===== src/rtl/mem_port_arbiter.sv =====
// Shares one external memory port between the MEM stage, paging unit and fetch.
// Each grant holds the bus for WAIT_CYCLES plus a bus_ready handshake.
module mem_port_arbiter #(
  parameter int unsigned ADDR_W       = 16,
  parameter int unsigned DATA_W       = 8,
  parameter int unsigned WAIT_CYCLES  = 1,
  parameter int unsigned STARVE_LIMIT = 3
) (
  input  logic              CLK,
  input  logic              RST,
  input  logic              mem_req,
  input  logic              mem_we,
  input  logic [ADDR_W-1:0] mem_addr,
  input  logic [DATA_W-1:0] mem_wdata,
  input  logic              pg_req,
  input  logic              pg_we,
  input  logic [ADDR_W-1:0] pg_addr,
  input  logic [DATA_W-1:0] pg_wdata,
  input  logic              if_req,
  input  logic [ADDR_W-1:0] if_addr,
  input  logic [DATA_W-1:0] bus_rdata,
  input  logic              bus_ready,
  output logic [ADDR_W-1:0] bus_addr,
  output logic [DATA_W-1:0] bus_wdata,
  output logic              bus_re,
  output logic              bus_we,
  output logic [DATA_W-1:0] mem_rdata,
  output logic              mem_done,
  output logic [DATA_W-1:0] pg_rdata,
  output logic              pg_done,
  output logic [DATA_W-1:0] if_rdata,
  output logic              if_done,
  output logic              mem_pipe_stall,
  output logic              if_stall,
  output logic              busy
);

  localparam int unsigned CNT_W = 4;
  localparam int unsigned STV_W = 3;

  typedef enum logic {IDLE, ACCESS} state_t;
  typedef enum logic [1:0] {OWN_NONE, OWN_MEM, OWN_PG, OWN_IF} owner_t;

  state_t             state;
  owner_t             owner;
  owner_t             grant;
  logic [CNT_W-1:0]   wait_cnt;
  logic [STV_W-1:0]   starve_cnt;
  logic               mem_elig, pg_elig, if_elig, if_promoted;

  // A requester in its done cycle is not eligible, so it cannot be re-granted
  // while it is still dropping its request.
  assign mem_elig    = mem_req & ~mem_done;
  assign pg_elig     = pg_req  & ~pg_done;
  assign if_elig     = if_req  & ~if_done;
  assign if_promoted = (starve_cnt >= STV_W'(STARVE_LIMIT));

  // Fixed priority MEM > PG > IF; a starved fetch jumps ahead of paging.
  always_comb begin
    grant = OWN_NONE;
    if (mem_elig)                  grant = OWN_MEM;
    else if (if_promoted && if_elig) grant = OWN_IF;
    else if (pg_elig)              grant = OWN_PG;
    else if (if_elig)              grant = OWN_IF;
  end

  assign mem_pipe_stall = mem_req & ~mem_done;
  assign if_stall       = if_req  & ~if_done;
  assign busy           = (state == ACCESS);

  always_ff @(posedge CLK or negedge RST) begin
    if (!RST) begin
      state      <= IDLE;
      owner      <= OWN_NONE;
      wait_cnt   <= '0;
      starve_cnt <= '0;
      bus_addr   <= '0;
      bus_wdata  <= '0;
      bus_re     <= 1'b0;
      bus_we     <= 1'b0;
      mem_rdata  <= '0;
      pg_rdata   <= '0;
      if_rdata   <= '0;
      mem_done   <= 1'b0;
      pg_done    <= 1'b0;
      if_done    <= 1'b0;
    end else begin
      mem_done <= 1'b0;
      pg_done  <= 1'b0;
      if_done  <= 1'b0;
      case (state)
        IDLE: begin
          if (grant != OWN_NONE) begin
            state    <= ACCESS;
            owner    <= grant;
            wait_cnt <= CNT_W'(WAIT_CYCLES);
            case (grant)
              OWN_MEM: begin
                bus_addr  <= mem_addr;
                bus_wdata <= mem_wdata;
                bus_we    <= mem_we;
                bus_re    <= ~mem_we;
              end
              OWN_PG: begin
                bus_addr  <= pg_addr;
                bus_wdata <= pg_wdata;
                bus_we    <= pg_we;
                bus_re    <= ~pg_we;
              end
              default: begin
                bus_addr  <= if_addr;
                bus_wdata <= '0;
                bus_we    <= 1'b0;
                bus_re    <= 1'b1;
              end
            endcase
            if (grant == OWN_IF)
              starve_cnt <= '0;
            else if (if_elig && (starve_cnt != {STV_W{1'b1}}))
              starve_cnt <= starve_cnt + STV_W'(1);
          end
        end
        ACCESS: begin
          if (wait_cnt != '0) begin
            wait_cnt <= wait_cnt - CNT_W'(1);
          end else if (bus_ready) begin
            state  <= IDLE;
            owner  <= OWN_NONE;
            bus_re <= 1'b0;
            bus_we <= 1'b0;
            case (owner)
              OWN_MEM: begin
                mem_done <= 1'b1;
                if (!bus_we) mem_rdata <= bus_rdata;
              end
              OWN_PG: begin
                pg_done <= 1'b1;
                if (!bus_we) pg_rdata <= bus_rdata;
              end
              OWN_IF: begin
                if_done  <= 1'b1;
                if_rdata <= bus_rdata;
              end
              default: ;
            endcase
          end
        end
        default: state <= IDLE;
      endcase
      // Fetch that is not asking cannot be starving.
      if (!if_req) starve_cnt <= '0;
    end
  end

endmodule

===== config.mk =====
export PLATFORM = sky130hd
export DESIGN_NAME = mem_port_arbiter
export DESIGN_NICKNAME = d
export VERILOG_FILES = /design/src/rtl/mem_port_arbiter.sv
export SDC_FILE = /design/constraint.sdc
export NUM_CORES = 1
export LEC_CHECK = 0
export CORE_ASPECT_RATIO = 1.4
export CORE_MARGIN = 2
export CORE_UTILIZATION = 40
export CTS_CLUSTER_SIZE = 10
export DETAILED_ROUTE_END_ITERATION = 7
export PLACE_DENSITY_LB_ADDON = 0.1
export SLEW_MARGIN = 0
export SYNTH_ARGS = -nofsm -noshare
export SYNTH_HDL_FRONTEND = slang
export SYNTH_SLANG_ARGS = --single-unit
export TNS_END_PERCENT = 50

===== constraint.sdc =====
create_clock -name CLK -period 2.75 [get_ports CLK]
set_input_delay 0.825 -clock CLK [delete_from_list [all_inputs] [get_ports CLK]]
set_output_delay 0.825 -clock CLK [all_outputs]
set_load 0.02 [all_outputs]

==> results summary <==
The biggest fanout along the worst timing path came out at 2. The sequential cell area fraction in the yosys report is 54.57%. The post-synthesis register bit count came out at 63. Post-CTS repair changed the size of 2 cells. Final hold analysis gives a worst-case slack of 481.2 ps. The overall power of the completed layout came out at 3.976 mW. The timing-limited maximum frequency is 382.8 MHz. The reported net switching power came out at approximately 1.4 mW.

IR analysis of the VDD net gives a maximum drop of 0.5832 mV. The routability congestion estimate is 0.8655. The area of the die came out at 0.007928 mm^2.

After detailed routing, the average wire length per cell comes to 16.86 um. The worst path in the final design needs a cycle of approximately 2600 ps, including I/O delays and setup. In this design, the largest share of critical-path delay is due to buffers and inverters. In this run the worst setup path begins at mem_req.

The CTS sink count came out at 63. The worst setup path is of the primary input to primary output kind. The via count of the first global-routing pass is 2812. The portion of the clock cycle consumed by the worst path in the final layout came out at 94.99%. The first detailed-routing pass ran for 4 iterations.

After clock tree synthesis, the setup repair step added 0 buffers. The count of buffer and inverter cells on the critical path is 3. Summing over every cut layer, the via total after detailed routing is 2679.

Including well taps, the total number of placed cells is 494. The average instance area after synthesis is about 11 um^2. The worst register-to-register path begins at wait_cnt[0]. After detailed routing, the number of vias per cell comes to 5.253. The height of the die is roughly 100 um.

The signal on the critical path passes through clkdlybuf4s50_1 > nand2b_1 > inv_1 > dlygate4sd2_1. The post-synthesis instance area came out at around 0.0029 mm^2. The horizontal die dimension is 75.83 um. The max-cap check violation count is 0. The layout overhead on the synthesized area is 60.68%. Setup repair after global routing left no endpoint under its margin. The HPWL after detailed placement is ~6.2 mm. The final net count is 495. The portion of total power attributed to the clock network is a little over a fifth. The total of warnings raised by yosys is 0. The post-route netlist has approximately 15% of its cells at a drive strength greater than 1.

The detail route stage leaves a number of antenna-violating nets equal to 0. The standard-cell row count came out at 36. The initial cell density of the core is 41.38%. The number of hold-repair buffers added at the cts stage is 0. The tightest min-delay check is of the primary input to asynchronous set/reset pin type. The power density normalized to cell area came out at 856.5 mW/mm^2. The DRC violation count after routing came out at 0.

In the global route stage, overall resource usage came out at 22.48%. The synthesized netlist net count is 347. For this run the aggregate overflow at the end of global routing stands at 0. Data on the critical path is required at its endpoint by 1930 ps. The cell with the biggest individual delay on the critical path is clkdlybuf4s50_1. Clock skew on the completed layout was measured at 9.122 ps. The leakage power total came out at 1.971 nW. The root buffer cell chosen for the clock tree is clkbuf_8. The first routing iteration left 140 violations. The number of buffers inserted by port buffering is 135. The clock latency at the later pin of the worst-skew pair came out at 330 ps. The H-tree level count came out at 3. The combinational power share came out at a little over two fifths. The final instance count without filler cells is 510. The final-report max-slew violation count was 0. The maximum buffer depth of the clock tree is 2. Clock tree synthesis inserted a total of 9 buffers. The startpoint kind of the worst setup timing path is a primary input.

In this run, distinct cell masters in the synthesized netlist total 33. The switching part of the total is 34.99%. The number of I/O pins came out at 136. The total wire length after detailed routing is about 8.6 mm. The headroom to the max-slew limit is 42.61%.

Counting every instance in the synthesized netlist gives 262. The worst setup path is captured at a primary output. Setup violations remaining at the end of the flow were counted as 0. The run finished with clean final reports. The clock-pin slew on the worst setup and hold paths came out at 70 ps.

The number of hold-slack violations in the final timing report came to 0. In this run, flip-flops and latches consume 36.5% of the power. The arrival time at the worst endpoint came out at 1790 ps. TritonCTS built the clock tree. Summed over all failing endpoints, the final setup total negative slack is 0 ps. The antenna cell count is 0. The area inside the core boundary came out at 0.006982 mm^2. The first-pass GRT wire length is 13.51 mm. The largest stage delay on the critical path is 450 ps. Entering global routing, the biggest net connects 41 pins.

The worst-margin pin slew is 860.9 ps. The internal power consumption came out at 2.585 mW. The initial antenna violation count came to 0.
==> per-stage QoR <==
step                worst slack, ps  utilization (%)  cell area, um^2
floorplan                     145.6                -             2889
global placement             -155.1            63.53             4436
detailed placement           -140.4            63.53             4436
CTS                           121.6            66.49             4642
global route                  82.58            66.49             4642
finish                        137.8            66.49             4642
==> worst register-to-register path: stages (launching register included) <==
cell     delay [ps]
dfrtp_1         410
inv_1            90
ha_1            140
nor3b_2         260
and3_1          280
nand3_1         460
mux2_2          450
==> cell usage after synthesis (all sizes together) <==
cell type	count	area [um^2]
o31ai	1	21.27
mux2i	1	10.01
nor3b	2	20.02
nand2	10	37.54
nor2b	1	6.260
nor3	3	15.01
a221o	1	10.01
clkbuf	8	30.03
buf	6	28.77
a211o	1	8.760
xnor2	1	8.760
dfrtp	63	1577
a31oi	1	12.51
nand3	22	115.1
a221oi	24	210.2
nand2b	4	25.02
nor2	37	138.9
a21boi	1	7.510
a211oi	3	27.52
nand3b	2	15.01
nor4b	1	23.77
o21ai	5	25.02
inv	7	26.28
a21oi	22	113.9
ha	5	62.56
mux2	25	281.5
o22ai	4	25.02
and3	1	6.260
==> sequential cells by signal, indices dropped and copies added (netlist names), 2 cells and up <==
signal      count
if_rdata        8
starve_cnt      3
bus_addr       16
bus_wdata       8
pg_rdata        8
mem_rdata       8
wait_cnt        4
owner           2
==> power by group through the flow <==
stage | logic [mW] | clock network, mW | registers (mW)
after CTS | 1.70 | 0.858 | 1.45
final | 1.69 | 0.838 | 1.45
after detailed placement | 1.70 | 0 | 1.46
after global placement | 1.67 | 0 | 1.45
after floorplan | 0.545 | 0 | 1.76
after global routing | 1.82 | 0.893 | 1.50
==> layout by cell type (no fill, tap or decap), types with 5 or more instances in the layout <==
cell / synthesis / layout
clkdlybuf4s50_1: 0 / 132
buf_4: 0 / 15
nand2_1: 10 / 10
mux2_2: 25 / 25
ha_1: 5 / 5
o21ai_0: 5 / 5
inv_1: 7 / 7
clkbuf_8: 0 / 12
dfrtp_1: 63 / 63
a221oi_1: 24 / 24
nand3_1: 21 / 21
a21oi_1: 21 / 21
nor2_1: 37 / 37
==> worst paths after layout <==
| check | slack, ps | depth (start not counted) | to |
|---|---|---|---|
| max in group asynchronous | 1660 | 2 | mem_rdata[1] |
| min reg2reg | 500 | 1 | wait_cnt[0] |
| max reg2reg | 550 | 6 | if_rdata[6] |
| max | 140 | 4 | mem_pipe_stall |
| min in group CLK | 500 | 1 | wait_cnt[0] |
| min | 480 | 1 | wait_cnt[2] |
==> cells by family after synthesis <==
logic type	Yosys count	synth area share (%)
AND/OR/NAND/NOR	83	13.95
AO/OA/AOI/OAI	63	15.98
flip-flops	63	54.57
multiplexers	26	10.09
buffers and inverters	21	2.945
adder cells (fa/ha/maj)	5	2.165
XOR/XNOR	1	0.3032
==> metal layers <==
metal | track usage, % | wire [um] | up-vias
li1 | - | - | 1252
met1 | 25.93 | 3291 | 1325
met2 | 36.88 | 4529 | 88
met3 | 8.679 | 620 | 14
met4 | 8.020 | 157 | 0
met5 | 0 | 0 | -
==> final cells by class <==
class                      instances  area [um^2]
multi-input combinational        178         1235
tap                               95        118.9
clock inverter                     3        40.04
inverter                           7        26.28
clock buffer                      13        168.9
fill                             573         2340
timing repair buffer             151         1476
sequential                        63         1577
Power figures use the tool's default switching activity.
